## src/rtl/vend_pkg.sv

```systemverilog
`default_nettype none
// +----------------------------------------------------------------------------+
// | Module      : vend_pkg                                                     |
// | Description : Shared types and constants for the change dispenser: FSM    |
// |               state type, coin_type encodings, default coin values and a  |
// |               coin-value lookup helper.                                    |
// | Revision    : 1.0 - initial release                                        |
// +----------------------------------------------------------------------------+
package vend_pkg;

    typedef enum logic [1:0] {
        ST_IDLE   = 2'd0,
        ST_SELECT = 2'd1,
        ST_EMIT   = 2'd2,
        ST_DONE   = 2'd3
    } state_t;

    typedef enum logic [1:0] {
        COIN_NONE  = 2'b00,
        COIN_SMALL = 2'b01,
        COIN_MID   = 2'b10,
        COIN_LARGE = 2'b11
    } coin_t;

    localparam int c_DEF_VAL_LARGE = 10;
    localparam int c_DEF_VAL_MID   = 5;
    localparam int c_DEF_VAL_SMALL = 1;

    // Credit value of a coin encoding for a given set of coin denominations.
    function automatic logic [7:0] coin_value(input coin_t coin,
                                              input int    val_large,
                                              input int    val_mid,
                                              input int    val_small);
        logic [7:0] v;
        v = 8'd0;
        case (coin)
            COIN_LARGE: v = 8'(val_large);
            COIN_MID:   v = 8'(val_mid);
            COIN_SMALL: v = 8'(val_small);
            default:    v = 8'd0;
        endcase
        return v;
    endfunction

endpackage
`default_nettype wire

```

## src/rtl/change_dispenser_if.sv

```systemverilog
`default_nettype none
// +----------------------------------------------------------------------------+
// | Module      : change_dispenser_if                                          |
// | Description : Request / coin-ejector handshake bundle for the change      |
// |               dispenser. master = requester/ejector side, slave = the     |
// |               dispenser itself.                                            |
// | Revision    : 1.0 - initial release                                        |
// +----------------------------------------------------------------------------+
interface change_dispenser_if;
    import vend_pkg::*;

    logic       start;
    logic [7:0] amount;
    logic       large_empty;
    logic       mid_empty;
    logic       coin_ready;
    logic       coin_valid;
    coin_t      coin_type;
    logic       busy;
    logic       done;
    logic [7:0] remaining;

    modport master (
        output start, amount, large_empty, mid_empty, coin_ready,
        input  coin_valid, coin_type, busy, done, remaining
    );

    modport slave (
        input  start, amount, large_empty, mid_empty, coin_ready,
        output coin_valid, coin_type, busy, done, remaining
    );

endinterface
`default_nettype wire

```

## src/rtl/change_coin_select.sv

```systemverilog
`default_nettype none
// +----------------------------------------------------------------------------+
// | Module      : change_coin_select                                           |
// | Description : Greedy coin picker: largest available coin whose value does |
// |               not exceed the remaining credit. Small coin is always       |
// |               available and worth 1, so any nonzero amount is payable.    |
// | Revision    : 1.0 - initial release                                        |
// +----------------------------------------------------------------------------+
module change_coin_select
    import vend_pkg::*;
#(
    parameter int VAL_LARGE = c_DEF_VAL_LARGE,
    parameter int VAL_MID   = c_DEF_VAL_MID
) (
    input  wire [7:0] remaining,
    input  wire       large_empty,
    input  wire       mid_empty,
    output coin_t     coin_type
);

    // Priority pick from largest to smallest denomination.
    always_comb begin
        coin_type = COIN_NONE;
        if (remaining == 8'd0) begin
            coin_type = COIN_NONE;
        end else if (!large_empty && (remaining >= 8'(VAL_LARGE))) begin
            coin_type = COIN_LARGE;
        end else if (!mid_empty && (remaining >= 8'(VAL_MID))) begin
            coin_type = COIN_MID;
        end else begin
            coin_type = COIN_SMALL;
        end
    end

endmodule
`default_nettype wire

```

## src/rtl/change_dispenser.sv

```systemverilog
`default_nettype none
// +----------------------------------------------------------------------------+
// | Module      : change_dispenser                                             |
// | Description : Pays out a credit amount as a sequence of coins through a   |
// |               valid/ready ejector handshake. FSM IDLE->SELECT->EMIT...    |
// |               ->DONE, every output driven straight from a register.       |
// | Revision    : 1.0 - initial release                                        |
// +----------------------------------------------------------------------------+
module change_dispenser
    import vend_pkg::*;
#(
    parameter int VAL_LARGE = c_DEF_VAL_LARGE,
    parameter int VAL_MID   = c_DEF_VAL_MID,
    parameter int VAL_SMALL = c_DEF_VAL_SMALL
) (
    input wire                clk,
    input wire                reset,
    change_dispenser_if.slave bus
);

    state_t     r_state;
    state_t     w_state_nxt;
    logic [7:0] r_remaining;
    logic [7:0] w_remaining_nxt;
    logic       r_coin_valid;
    logic       w_coin_valid_nxt;
    coin_t      r_coin_type;
    coin_t      w_coin_type_nxt;
    coin_t      w_sel_coin;
    logic       r_busy;
    logic       r_done;
    logic [7:0] w_coin_val;
    logic [7:0] w_paid_down;

    // Empty flags reach the picker directly but its result is only latched in
    // SELECT, so tube changes during EMIT cannot disturb the offered coin.
    change_coin_select #(
        .VAL_LARGE (VAL_LARGE),
        .VAL_MID   (VAL_MID)
    ) u_select (
        .remaining   (r_remaining),
        .large_empty (bus.large_empty),
        .mid_empty   (bus.mid_empty),
        .coin_type   (w_sel_coin)
    );

    // Credit left after the coin currently offered is taken; clamps at zero
    // so remaining can never wrap even with odd denominations.
    always_comb begin
        w_coin_val  = coin_value(r_coin_type, VAL_LARGE, VAL_MID, VAL_SMALL);
        w_paid_down = (w_coin_val > r_remaining) ? 8'd0 : (r_remaining - w_coin_val);
    end

    // Next-state and next-output decode.
    always_comb begin
        w_state_nxt      = r_state;
        w_remaining_nxt  = r_remaining;
        w_coin_valid_nxt = 1'b0;
        w_coin_type_nxt  = COIN_NONE;
        case (r_state)
            ST_IDLE: begin
                if (bus.start) begin
                    w_state_nxt     = ST_SELECT;
                    w_remaining_nxt = bus.amount;
                end
            end
            ST_SELECT: begin
                if (r_remaining == 8'd0) begin
                    w_state_nxt = ST_DONE;
                end else begin
                    w_state_nxt      = ST_EMIT;
                    w_coin_valid_nxt = 1'b1;
                    w_coin_type_nxt  = w_sel_coin;
                end
            end
            ST_EMIT: begin
                if (r_coin_valid && bus.coin_ready) begin
                    w_state_nxt     = ST_SELECT;
                    w_remaining_nxt = w_paid_down;
                end else begin
                    w_coin_valid_nxt = 1'b1;
                    w_coin_type_nxt  = r_coin_type;
                end
            end
            ST_DONE: begin
                w_state_nxt = ST_IDLE;
            end
            default: begin
                w_state_nxt = ST_IDLE;
            end
        endcase
    end

    // State and registered outputs; busy/done follow the state being entered.
    always_ff @(posedge clk) begin
        if (reset) begin
            r_state      <= ST_IDLE;
            r_remaining  <= 8'd0;
            r_coin_valid <= 1'b0;
            r_coin_type  <= COIN_NONE;
            r_busy       <= 1'b0;
            r_done       <= 1'b0;
        end else begin
            r_state      <= w_state_nxt;
            r_remaining  <= w_remaining_nxt;
            r_coin_valid <= w_coin_valid_nxt;
            r_coin_type  <= w_coin_type_nxt;
            r_busy       <= (w_state_nxt != ST_IDLE);
            r_done       <= (w_state_nxt == ST_DONE);
        end
    end

    assign bus.coin_valid = r_coin_valid;
    assign bus.coin_type  = r_coin_type;
    assign bus.busy       = r_busy;
    assign bus.done       = r_done;
    assign bus.remaining  = r_remaining;

endmodule
`default_nettype wire

```

## src/flat_wrapper.sv

```systemverilog
// flat-port wrapper written by rule: the top's interface ports become plain ports
module change_dispenser_flat import vend_pkg::*;
#(
    parameter int VAL_LARGE = c_DEF_VAL_LARGE,
    parameter int VAL_MID   = c_DEF_VAL_MID,
    parameter int VAL_SMALL = c_DEF_VAL_SMALL
)
  (clk, reset, bus_start, bus_amount, bus_large_empty, bus_mid_empty, bus_coin_ready, bus_coin_valid, bus_coin_type, bus_busy, bus_done, bus_remaining);
  change_dispenser_if bus_i ();
  input wire clk;
  input wire reset;
  input wire logic [$bits(bus_i.start)-1:0] bus_start;
  input wire logic [$bits(bus_i.amount)-1:0] bus_amount;
  input wire logic [$bits(bus_i.large_empty)-1:0] bus_large_empty;
  input wire logic [$bits(bus_i.mid_empty)-1:0] bus_mid_empty;
  input wire logic [$bits(bus_i.coin_ready)-1:0] bus_coin_ready;
  output wire logic [$bits(bus_i.coin_valid)-1:0] bus_coin_valid;
  output wire logic [$bits(bus_i.coin_type)-1:0] bus_coin_type;
  output wire logic [$bits(bus_i.busy)-1:0] bus_busy;
  output wire logic [$bits(bus_i.done)-1:0] bus_done;
  output wire logic [$bits(bus_i.remaining)-1:0] bus_remaining;
  assign bus_i.start = bus_start;
  assign bus_i.amount = bus_amount;
  assign bus_i.large_empty = bus_large_empty;
  assign bus_i.mid_empty = bus_mid_empty;
  assign bus_i.coin_ready = bus_coin_ready;
  assign bus_coin_valid = bus_i.coin_valid;
  assign bus_coin_type = bus_i.coin_type;
  assign bus_busy = bus_i.busy;
  assign bus_done = bus_i.done;
  assign bus_remaining = bus_i.remaining;
  change_dispenser #(.VAL_LARGE(VAL_LARGE), .VAL_MID(VAL_MID), .VAL_SMALL(VAL_SMALL)) u_core (.clk(clk), .reset(reset), .bus(bus_i));
endmodule
```

## config.mk

```make
export PLATFORM = sky130hd
export DESIGN_NAME = change_dispenser_flat
export DESIGN_NICKNAME = d
export VERILOG_FILES = /design/src/rtl/vend_pkg.sv /design/src/rtl/change_dispenser_if.sv /design/src/rtl/change_coin_select.sv /design/src/rtl/change_dispenser.sv /design/src/flat_wrapper.sv
export SDC_FILE = /design/constraint.sdc
export NUM_CORES = 1
export LEC_CHECK = 0
export BUFFER_PORTS_ARGS = -buffer_cell sky130_fd_sc_hd__buf_2
export CORE_ASPECT_RATIO = 0.9
export CORE_MARGIN = 8
export CORE_UTILIZATION = 50
export DETAILED_ROUTE_END_ITERATION = 16
export GPL_TIMING_DRIVEN = 0
export HOLD_SLACK_MARGIN = 0.15
export PLACE_DENSITY = 0.82
export SYNTH_ARGS = -nofsm -noshare
export SYNTH_HDL_FRONTEND = slang
export SYNTH_SLANG_ARGS = --single-unit
```

## constraint.sdc

```tcl
create_clock -name clk -period 2.63 [get_ports clk]
set_clock_uncertainty 0.1 [all_clocks]
set_input_delay 0.263 -clock clk [delete_from_list [all_inputs] [get_ports clk]]
set_output_delay 0.263 -clock clk [all_outputs]
set_load 0.005 [all_outputs]
```

### Word-level counts from Yosys, hierarchy flattened

Index checks and enable logic that the tools add are counted.

* word-level logic and storage cells: 46
* register bits: 15
* output and inout bits: 13
* input port bits: 14

* $lt $le $gt $ge: 3
* mux-type cells: 17
* reduce and logical (&&, ||, !) cells: 10
* $add $sub $neg: 1
* equal/unequal tests: 9

Operators with widths (count)
* 8-bit two-way mux: 3
* 8-bit case mux with 2 select lines: 1
* 2-bit two-way mux: 6
* 4-bit case mux with 3 select lines: 1
* 2-bit == test (second input constant): 5
* 8-bit by 3-bit greater-or-equal comparator with 1-bit output (second input constant): 1
* 8-bit by 4-bit greater-or-equal comparator with 1-bit output (second input constant): 1
* 4-bit by 8-bit > comparator with 1-bit output: 1
* 8-bit zero test: 1
* 2-bit case mux with 4 select lines: 1
* 8-bit by 4-bit subtractor with 8-bit output: 1
* 2-bit by 1-bit == test with 1-bit output (second input constant): 2
* 2-bit case mux with 2 select lines: 1
* 2-bit nonzero test: 2
* 1-bit logical AND: 3
* 1-bit two-way mux: 3
* 3-bit AND reduction: 1
* 1-bit zero test: 2
* 2-bit zero test: 1
* 2-bit by 1-bit != test with 1-bit output (second input constant): 1
* 2-bit != test (second input constant): 1
* 1-bit case mux with 2 select lines: 1

### Logic depth before layout (Yosys ltp)

Gate-level depths: netlist of the first run.

* depth in word-level cells: 6
* mapped depth: 11
* gate-level depth less buffers: 11

### Cells and area by module

A second synthesis of the first run with hierarchy kept.

* cell total of the unflattened synthesis: 130
* area total of the unflattened synthesis: 1111.1 um2

By module, submodules not included
* change_dispenser: area each 1009.7 um2, seq. area each 300.3 um2, cells an instance 115, instances 1
* change_coin_select: area each 101.3 um2, seq. area each 0.0 um2, cells an instance 15, instances 1

### Least setup slack after synthesis of the first run

Ideal clock, no wire load.

* kind: register to register
* from: register u_core.r_coin_type[0] (netlist: u_core.bus.coin_type[0])
* to: register u_core.r_remaining[0] (netlist: u_core.bus.remaining[0])
* cell stages (with the launch flop): 12
* path buffers: 0
* required time: 2388 ps
* period minus slack after synthesis: 2439 ps
* slack: 191 ps
* arrival time: 2197 ps
* setup time: 142 ps
* path through: dfxtp_1 > inv_1 > ha_1 > inv_1 > ha_1 > inv_1 > fa_1 > a21o_1 > a21oi_1 > a21oi_1 > a221oi_1 > a211oi_1

* cells in the longest elaborated chain, start to end: 6
* elaborated cells on any way between the ends: 9
* classes of those cells: add/sub (1); order compare (1); eq/ne (3); mux (4)

RTL lines
* start: declaration: RTL line change_dispenser.sv:27 `coin_t r_coin_type;`
* start signal: assignment: RTL line change_dispenser.sv:107 `r_coin_type <= w_coin_type_nxt;`
* 2-bit by 1-bit == test with 1-bit output / 2-bit == test (equally long branches): RTL line vend_pkg.sv:36 `case (coin)`
* 4-bit case mux with 3 select lines *: RTL line vend_pkg.sv:36
* 8-bit by 4-bit subtractor with 8-bit output / 4-bit by 8-bit > comparator with 1-bit output (equally long branches): RTL line change_dispenser.sv:51 `w_paid_down = (w_coin_val > r_remaining) ? 8'd0 : (r_remaining - w_coin_val);`
* 8-bit two-way mux *: RTL line change_dispenser.sv:51
* 8-bit two-way mux *: RTL line change_dispenser.sv:77 `if (r_coin_valid && bus.coin_ready) begin`
* 8-bit case mux with 2 select lines *: RTL line change_dispenser.sv:60 `case (r_state)`
* end signal: assignment: RTL line change_dispenser.sv:105 `r_remaining <= w_remaining_nxt;`
* end: declaration: RTL line change_dispenser.sv:23 `logic [7:0] r_remaining;`

Mark *: on every way between the ends. The rest lies on a longest branch, timed or not. The select of a mux whose other input is x is not followed.
A chain may end at the register's enable or synchronous reset.

### Worst setup path in the final report of the first run

Same ends and word-level chain as after synthesis.

==> results of run 1 <==
[through the flow]
stage / total power [mW] / cells / utilization, % / TNS (ns)
after detailed placement: 1.42 / 182 / 62.1 / -0.300
after floorplan: 1.14 / 131 / - / 0
after global routing: 1.82 / 187 / 66.7 / 0
after global placement: 1.38 / 182 / 62.1 / -0.0490
after CTS: 1.58 / 187 / 64.7 / 0
final: 1.68 / 187 / 66.7 / 0
[power groups by stage]
stage          combinational [mW]  clock, mW  sequential (mW)
2_1_floorplan               0.710          0            0.433
3_3_place_gp                0.943          0            0.439
3_5_place_dp                0.971          0            0.446
4_1_cts                      1.00      0.135            0.442
5_1_grt                      1.22      0.146            0.458
6_report                     1.10      0.131            0.444
[layout make-up]
class | count | area, sq um | share of cell area, %
Multi-Input combinational cell | 99 | 724 | 56.2
Sequential cell | 15 | 302 | 23.4
Timing Repair Buffer | 27 | 140 | 10.9
Inverter | 14 | 52.6 | 4.07
Tap cell | 25 | 31.3 | 2.42
Clock buffer | 3 | 22.5 | 1.75
Buffer | 3 | 12.5 | 0.970
Clock inverter | 1 | 5.00 | 0.388
[kinds of logic (layout without fill, tap and decap cells)]
group           Yosys count  after routing
compound gates           47             47
xor+xnor                  2              2
fa+ha+maj                11             11
buf+inv                  17             48
flops                    15             15
mux                       1              1
simple gates             38             38
[flip-flops by register name (all words and copies together), names as in the netlist]
name / cells
u_core.r_state: 2
u_core.bus.remaining: 8
u_core.bus.done: 1
u_core.bus.coin_valid: 1
u_core.bus.busy: 1
u_core.bus.coin_type: 2
[per-layer routing]
metal  up-vias  track usage, %
met1       511            16.9
met3         4            4.35
met5         -               0
met2        41            24.9
met4         0            4.13
li1        541               -
[critical path: stages, from the launching register on]
cell      delay, ns
dfxtp_2        0.37
inv_1          0.05
ha_1           0.28
inv_1          0.08
ha_1           0.15
inv_1          0.06
fa_2           0.38
a21o_1         0.21
a21oi_4        0.22
a21oi_4        0.11
a221oi_2       0.27
a211oi_1       0.08
[layout by cell type (no fill, tap or decap), drive strengths merged, types with 2 or more instances in the layout]
cell type  synthesis  routed
nand2              8       8
nor4               2       2
clkbuf             2       5
buf                1      27
o21ai             11      11
nand2b             4       4
nor2              12      12
a31oi              2       2
ha                10      10
dfxtp             15      15
or3                2       2
xor2               2       2
nor3               3       3
inv               14      14
a211oi             3       3
a21oi             17      17
a221oi             4       4
[worst max path at each step]
stage / startpoint / to / slack, ns / cells past startpoint
floorplan: u_core.bus.coin_type[0] / u_core.bus.remaining[0] / 0.19 / 11
global placement: u_core.bus.coin_type[0] / u_core.bus.remaining[3] / -0.02 / 11
detailed placement: u_core.bus.coin_type[0] / u_core.bus.remaining[0] / -0.11 / 11
CTS: u_core.bus.coin_type[0] / u_core.bus.remaining[3] / 0.03 / 11
global route: u_core.bus.coin_type[0] / u_core.bus.remaining[0] / 0.009 / 11
finish: u_core.bus.coin_type[0] / u_core.bus.remaining[0] / 0.14 / 11
[Yosys cell counts, drive strengths merged (2+ instances only)]
cell type / number
a221oi: 4
a21oi: 17
a31oi: 2
xor2: 2
nand2: 8
or3: 2
nand2b: 4
dfxtp: 15
clkbuf: 2
ha: 10
inv: 14
o21ai: 11
nor3: 3
nor2: 12
nor4: 2
a211oi: 3
[what timing repair did]
item / CTS / global route
hold endpoints to repair: 2 / 0
pin swaps: 0 / 2
endpoints found under the setup margin: 4 / 5
resized for setup: 3 / 7
hold buffers: 1 / 0
==> summary.txt, run 1 <==
Slew Limit Fails - 0
hold path depth - 3
PwrDens - 1300 nW/um^2
Die Ht - 59.3 microns
DR WL met2 - 1.32 mm
Post-Place Worst Slack - -0.107 ns
DR WL/cell - 14.7 microns
H-tree Lvls - 1
Yosys reg bits - 15
Worst Hold Path EP - u_core.bus.remaining[7]
worst-margin pin slew - 0.879 ns
I/O Buffers - 26
HP Start - bus_amount[7]
crit path max fanout - 4
Area Growth Syn to Fin - 24.1%
internal power - 836 uW
Reg2Reg Launch Point - u_core.bus.coin_type[0]
largest net degree at the start of global routing - 11
IO Pins - 27
Hold Worst Slack - 0.171 ns
Vias - 1097
Fmax - 402 MHz
Core ar. - 1930 sq um
residual DRC count - 0
worst-skew pair later-pin latency - 0.28 ns
final layout net count - 188
Fin. Hold Viols - 0
Max Cap Violations - 0
area of the mapped netlist - 1040 sq um
Clock transition at path regs - 0.09 ns
layout cells sized above 1 - 27.8%
Worst setup EP type - register
Synth area leader - dfxtp_1
met3 WL - 225 microns
drt first-iter violations - 39
CP startpoint kind - register
CP Class - reg2reg
vias in the first global route - 1063
Comb power frac - 65.7%
post-route cell area - 1290 sq um
initial antenna violation count - 0
DR pass1 iterations - 4
CTS Buf Count - 3
Worst EP required - 2.67 ns
root buf cell - clkbuf_4
Slew HR - 41.1%
Worst Path Arrival - 2.53 ns
EDFF count, synth - 0
drt total wl - 2.76 mm
# rows - 15
post-synthesis mux area share - 1.08%
peak supply drop - 0.704 mV
worst reg2reg path depth - 11
Die X - 64.1 microns
clk buf depth - 2
Avg Inst Size Synth - 7.94 sq um
die area - 3800 sq um
Post-synth top flop - dfxtp_1
Sw Ratio - 50.1%
final setup fails - 0
leakage power - 0.571 nW
GR Util All Layers - 14.5%
status - finished, final reports clean
RSZ-0062 raised after global routing - false
register area share after synthesis - 28.9%
syn nets - 156
reg2reg end - u_core.bus.remaining[0]
Synthesis Warnings - 0
max layer used - met4
asr flop ratio synth - 0%
synth top area cells - dfxtp_1 (29%), ha_1 (12%), a21oi_1 (8.2%)
worst hold path type - in2reg
postcts setup bufs - 0
CTS tree - done
fin crit period - 2.49 ns
DP Area - 1200 sq um
final RePlAce weighted congestion - 0.805
Antenna diodes - 0
HPWL Detailed - 2.09 mm
r2r setup slk - 0.14 ns
Synth top area share - 28.9%
Seq pwr share - 26.5%
fin crit share - 94.7%
Synth Area in Adders - 14.0%
Mapped Cells - 131
post-route ant nets - 0
Post-Synth Simple-Gate Area - 19.5%
first-pass GRT wire length - 4.56 mm
largest family of logic cells by synthesized area - compound AO/OA/AOI/OAI gates
Synth cell types - 39
Psw - 841 uW
fill count - 155
Synth Area in XOR/XNOR - 1.68%
clock sinks - 15
Final Worst Setup Slack - 0.140 ns
remaining global-route overflow - 0
share of total power in the clock network - 7.8%
Compound-Gate Fraction of Synth Area - 28.6%
Via-to-Cell Ratio - 5.87
M1 wire length - 1.18 mm
Initial Utilization - 53.8%
Note: power is estimated with default switching activity, not from simulation.
==> run 2, diff against run 1 <==
==> constraint.sdc (replaced) <==
create_clock -name clk -period 2.63 [get_ports clk]
set_clock_uncertainty 0.1 [all_clocks]
set_input_delay 0.1315 -clock clk [delete_from_list [all_inputs] [get_ports clk]]
set_output_delay 0.1315 -clock clk [all_outputs]
set_load 0.005 [all_outputs]
==> run 2 against run 1 <==
Register-to-register slack is essentially flat. Utilization grew 3.6 points. Cell area grew 5.4%. Sequential power is essentially flat. Global-route usage grew 0.75 points. Setup slack lost 0.0029 ns.
==> summary.txt, run 2 (synthesized netlist as in run 1, its figures left out) <==
final RePlAce weighted congestion - 0.805
status - finished, final reports clean
register area - 302 sq um
H-tree Lvls - 1
Die X - 64.1 microns
CTS Buf Count - 3
vias in the first global route - 1103
drt total wl - 2.96 mm
CP startpoint kind - register
final layout net count - 195
fill count - 146
clock sinks - 15
worst hold path type - in2reg
number of flip-flops in the largest register - 8
Worst EP required - 2.67 ns
Antenna diodes - 0
final setup fails - 0
Area Growth Syn to Fin - 30.8%
post-route ant nets - 0
Total Power - 1.70 mW
DR WL/cell - 15.3 microns
Post-Place Worst Slack - -0.107 ns
fin crit share - 94.8%
postcts setup bufs - 0
worst reg2reg path depth - 11
worst-skew pair later-pin latency - 0.28 ns
GR Util All Layers - 15.2%
Max Cap Violations - 0
PwrDens - 1250 nW/um^2
post-route cell area - 1360 sq um
DR pass1 iterations - 4
post-route setup TNS - 0 ns
first-pass GRT wire length - 4.77 mm
drt first-iter violations - 38
leakage power - 0.599 nW
Core ar. - 1930 sq um
area of the multi-input gates - 724 sq um
I/O Buffers - 26
Slew Limit Fails - 0
worst-margin pin slew - 0.895 ns
commonest non-fill, non-tap cell in the layout - buf_2
initial antenna violation count - 0
crit path max fanout - 4
RSZ-0062 raised after global routing - false
Worst setup EP type - register
DP Area - 1200 sq um
largest net degree at the start of global routing - 11
Die Ht - 59.3 microns
most frequent cells in the layout - buf_2 (27), a21oi_1 (15), inv_1 (14), dfxtp_1 (14), nor2_1 (12)
root buf cell - clkbuf_4
CTS tree - done
Hold Worst Slack - 0.148 ns
Fmax - 401 MHz
Via-to-Cell Ratio - 5.71
fin crit period - 2.49 ns
Slew HR - 40.1%
Clock transition at path regs - 0.10 ns
remaining global-route overflow - 0
Initial Utilization - 53.8%
IO Pins - 27
die area - 3800 sq um
HPWL Detailed - 2.09 mm
hold path depth - 3
# rows - 15
residual DRC count - 0
Vias - 1107
clk buf depth - 2
CP Class - reg2reg
Fin. Hold Viols - 0
Worst Path Arrival - 2.53 ns
layout cells sized above 1 - 26.6%
peak supply drop - 0.726 mV
Final Worst Setup Slack - 0.137 ns
==> run 2: cell count changes in the layout (fill, tap and decap cells not counted), sizes merged <==
cell	before	now
dlygate4sd3	1	8
==> run 2: final cells by class <==
cell class	instances	share of cell area [%]
buffer	3	0.920
timing repair buffer	34	15.5
inverter	14	3.86
clock buffer	3	1.66
clock inverter	1	0.368
sequential	15	22.2
tap	25	2.30
multi-input combinational	99	53.3
==> run 2: stage by stage <==
| stage | util [%] | cells |
|---|---|---|
| 3_5_place_dp | 62.1 | 182 |
| 5_1_grt | 70.4 | 194 |
| 2_1_floorplan | - | 131 |
| 4_1_cts | 68.3 | 194 |
| 3_3_place_gp | 62.1 | 182 |
| 6_report | 70.4 | 194 |
==> run 2: final timing paths <==
check                           from                       to  slack [ns]
max          u_core.bus.coin_type[0]  u_core.bus.remaining[0]        0.14
min                    bus_amount[5]  u_core.bus.remaining[5]        0.15
max reg2reg  u_core.bus.coin_type[0]  u_core.bus.remaining[0]        0.14
min reg2reg  u_core.bus.coin_type[0]  u_core.bus.coin_type[0]        0.38
==> run 2: report_power, final <==
part	internal (mW)	switching (mW)
combinational	0.465	0.654
sequential	0.321	0.123
clock	0.0564	0.0780
==> run 2: metal layers <==
metal | global-route usage [%] | up-vias | routed length [microns] | share of wire, %
met5 | 0 | - | 0 | 0
met4 | 5.40 | 0 | 40 | 1.4
met3 | 4.54 | 4 | 244 | 8.2
met2 | 25.8 | 40 | 1420 | 48
met1 | 17.7 | 510 | 1260 | 42
li1 | - | 553 | - | -
==> run 2: worst max-delay path: stages (launching register included) <==
cell	delay [ns]
dfxtp_2	0.37
inv_1	0.05
ha_1	0.28
inv_1	0.08
ha_1	0.15
inv_1	0.06
fa_2	0.38
a21o_1	0.21
a21oi_4	0.22
a21oi_4	0.11
a221oi_2	0.28
a211oi_1	0.08
==> run 2: repair_timing <==
item | 4_1_cts | 5_1_grt
cloned | 0 | 0
endpoints found under the hold margin | 8 | 0
setup endpoints to repair | 4 | 6
resized for setup | 3 | 7
hold buffers | 8 | 0
pin swaps | 0 | 2
==> run 3, diff against run 2 <==
--- a/config.mk
+++ b/config.mk
@@ -14,5 +14,6 @@
 export HOLD_SLACK_MARGIN = 0.15
-export PLACE_DENSITY = 0.82
+export PLACE_DENSITY = 0.81
 export SYNTH_ARGS = -nofsm -noshare
 export SYNTH_HDL_FRONTEND = slang
+export SYNTH_HIERARCHICAL = 1
 export SYNTH_SLANG_ARGS = --single-unit
==> constraint.sdc (replaced) <==
create_clock -name clk -period 2.8 [get_ports clk]
set_clock_uncertainty 0.1 [all_clocks]
set_input_delay 0.56 -clock clk [delete_from_list [all_inputs] [get_ports clk]]
set_output_delay 0.56 -clock clk [all_outputs]
set_load 0.005 [all_outputs]
==> run 3 against run 2 <==
Critical path depth did not move. Via count down 3.6%. Critical endpoint is now u_core/bus.remaining[7]. Clock power decreased by 10%. Fmax decreased by 4.0%. Register-to-register slack improved by 0.07 ns. Sequential share of layout area up 0.62 points. Hold slack improved by 0.29 ns. Highest routed layer unchanged. Cell count is 3.6% lower. Setup slack gained 0.065 ns.
==> summary.txt, run 3 <==
status - finished, final reports clean
Worst Path Arrival - 2.65 ns
worst reg2reg path depth - 11
crit path max fanout - 6
IO Pins - 27
register area share after synthesis - 27.0%
# hold bufs at CTS - 0
Psw - 378 uW
Core ar. - 2140 sq um
Area Growth Syn to Fin - 18.6%
HPWL Detailed - 2.13 mm
drt total wl - 2.73 mm
HP Start - reset
post-route ant nets - 0
PwrDens - 683 nW/um^2
Max Cap Violations - 0
syn nets - 155
Post-synth top flop - dfxtp_1
Yosys reg bits - 15
leakage power - 0.579 nW
residual DRC count - 0
Synthesis Warnings - 6
cts repair resizes - 0
Synth top area share - 27.0%
CTS tree - done
Antenna diodes - 0
final cell count without fillers - 187
hold path depth - 2
commonest non-fill, non-tap cell in the layout - buf_2
Seq pwr share - 34.9%
EDFF count, synth - 0
asr flop ratio synth - 0%
internal power - 522 uW
area of the mapped netlist - 1110 sq um
Fmax - 385 MHz
Mapped Cells - 130
largest net degree at the start of global routing - 11
final RePlAce weighted congestion - 0.785
CTS Buf Count - 3
Fin. Hold Viols - 0
Critical Path Slowest Stage Cell - fa_1
Total Power - 900 uW
r2r setup slk - 0.20 ns
Initial Utilization - 51.9%
DR pass1 iterations - 4
Worst setup EP type - register
Synth area leader - dfxtp_1
Hold Worst Slack - 0.437 ns
number of flip-flops in the largest register - 8
Via-to-Cell Ratio - 5.71
synth top area cells - dfxtp_1 (27%), ha_1 (11%), nor2_1 (5.4%)
final layout net count - 186
initial antenna violation count - 0
Synth cell types - 47
most frequent cells in the layout - buf_2 (26), nor2_1 (16), dfxtp_1 (15)
I/O Buffers - 26
Die X - 65.7 microns
share of total power in the clock network - 13.4%
Comb power frac - 51.8%
Reg2Reg Launch Point - u_core/bus.coin_type[0]
Worst EP required - 2.85 ns
fin crit share - 92.8%
remaining global-route overflow - 0
placed cell count - 183
Die Ht - 60.7 microns
DR WL/cell - 14.6 microns
fin crit period - 2.60 ns
Clock transition at path regs - 0.09 ns
Slew HR - 56.8%
worst-margin pin slew - 0.642 ns
CP startpoint kind - register
vias in the first global route - 1017
worst path cell trace - inv_1 > ha_1 > inv_1 > ha_1 > inv_1 > fa_1 > a21o_1 > a21oi_2 > a21oi_2 > a311oi_2 > o32ai_1
final setup fails - 0
root buf cell - clkbuf_4
Sw Ratio - 42.0%
# rows - 16
drt first-iter violations - 36
Vias - 1067
RSZ-0062 raised after global routing - false
post-route setup TNS - 0 ns
layout cells sized above 1 - 30.6%
CP Class - reg2reg
Slew Limit Fails - 0
worst-skew pair later-pin latency - 0.27 ns
clock sinks - 15
peak supply drop - 0.357 mV
die area - 3990 sq um
Post-Place Worst Slack - 0.117 ns
Final Worst Setup Slack - 0.202 ns
Max stage delay on crit path - 0.39 ns
worst hold path type - in2reg
Avg Inst Size Synth - 8.55 sq um
H-tree Lvls - 1
GR Util All Layers - 14.7%
first-pass GRT wire length - 4.60 mm
cell mode on critical path - inv_1
clk buf depth - 2
reg2reg end - u_core/bus.remaining[7]
Worst Hold Path EP - u_core/r_state[0]
postcts setup bufs - 0
most frequent cell after synthesis - nor2_1
Post-synth top cells - nor2_1 (16), dfxtp_1 (15), inv_1 (13)
-- run 3: cell types whose count changed in the layout (fill, tap and decap cells not counted), moves of 3 or more --
| cell | delta |
|---|---|
| nand2_1 | -4 |
| dlygate4sd3_1 | -8 |
| a221oi_2 | -3 |
| a21oi_1 | -5 |
| o21ai_0 | -5 |
| a221oi_1 | +4 |
| nor2_1 | +4 |
-- run 3: kinds of logic (layout without fill, tap and decap cells) --
family / count (synthesis) / after routing / share of synthesized area (%)
simple gates: 47 / 47 / 25.5
compound gates: 36 / 36 / 23.5
buf+inv: 17 / 47 / 7.55
flops: 15 / 15 / 27.0
fa+ha+maj: 11 / 11 / 13.1
xor+xnor: 2 / 2 / 1.58
mux: 2 / 2 / 1.80
-- run 3: worst max-delay path: cells and delay by family (launching register included) --
family | cells | cell delay, ns
AOI/OAI and AO/OA | 5 | 1.01
adders and majority gates | 3 | 0.81
buffers and inverters | 3 | 0.18
DFF | 1 | 0.38
-- run 3: power groups by stage --
stage               combinational, mW  sequential (mW)  clock, mW
floorplan                       0.325            0.310          0
global placement                0.420            0.314          0
detailed placement              0.443            0.317          0
CTS                             0.445            0.312      0.125
global route                    0.520            0.323      0.135
finish                          0.466            0.314      0.120
-- run 3: per-layer routing --
metal	global-route usage (%)	routed length [microns]	up-vias
li1	-	-	530
met1	17.6	1240	503
met2	24.7	1280	32
met3	4.80	196	2
met4	3.73	12	0
met5	0	0	-
-- run 3: worst max-delay path by stage --
stage / start / to / slack (ns) / cells after the start
floorplan: u_core/bus.coin_type[0] / u_core/bus.remaining[6] / 0.32 / 11
CTS: u_core/bus.coin_type[0] / u_core/bus.remaining[7] / 0.09 / 11
global route: u_core/bus.coin_type[0] / u_core/bus.remaining[7] / 0.009 / 11
detailed placement: u_core/bus.coin_type[0] / u_core/bus.remaining[7] / 0.12 / 11
finish: u_core/bus.coin_type[0] / u_core/bus.remaining[7] / 0.20 / 11
global placement: u_core/bus.coin_type[0] / u_core/bus.remaining[6] / 0.16 / 11
-- run 3: through the flow --
step | instance area (sq um) | util [%]
global route | 1320 | 61.5
CTS | 1300 | 60.7
detailed placement | 1270 | 59.5
floorplan | 1110 | -
finish | 1320 | 61.5
global placement | 1270 | 59.5
-- run 3: final cells by class --
class                   count  area, sq um
repair buffers             26          130
plain buffers               3         31.3
fillers                   191          825
well taps                  27         33.8
clock buffers               4         26.3
multi-input cells          98          743
inverters                  14         52.6
flip-flops and latches     15          300
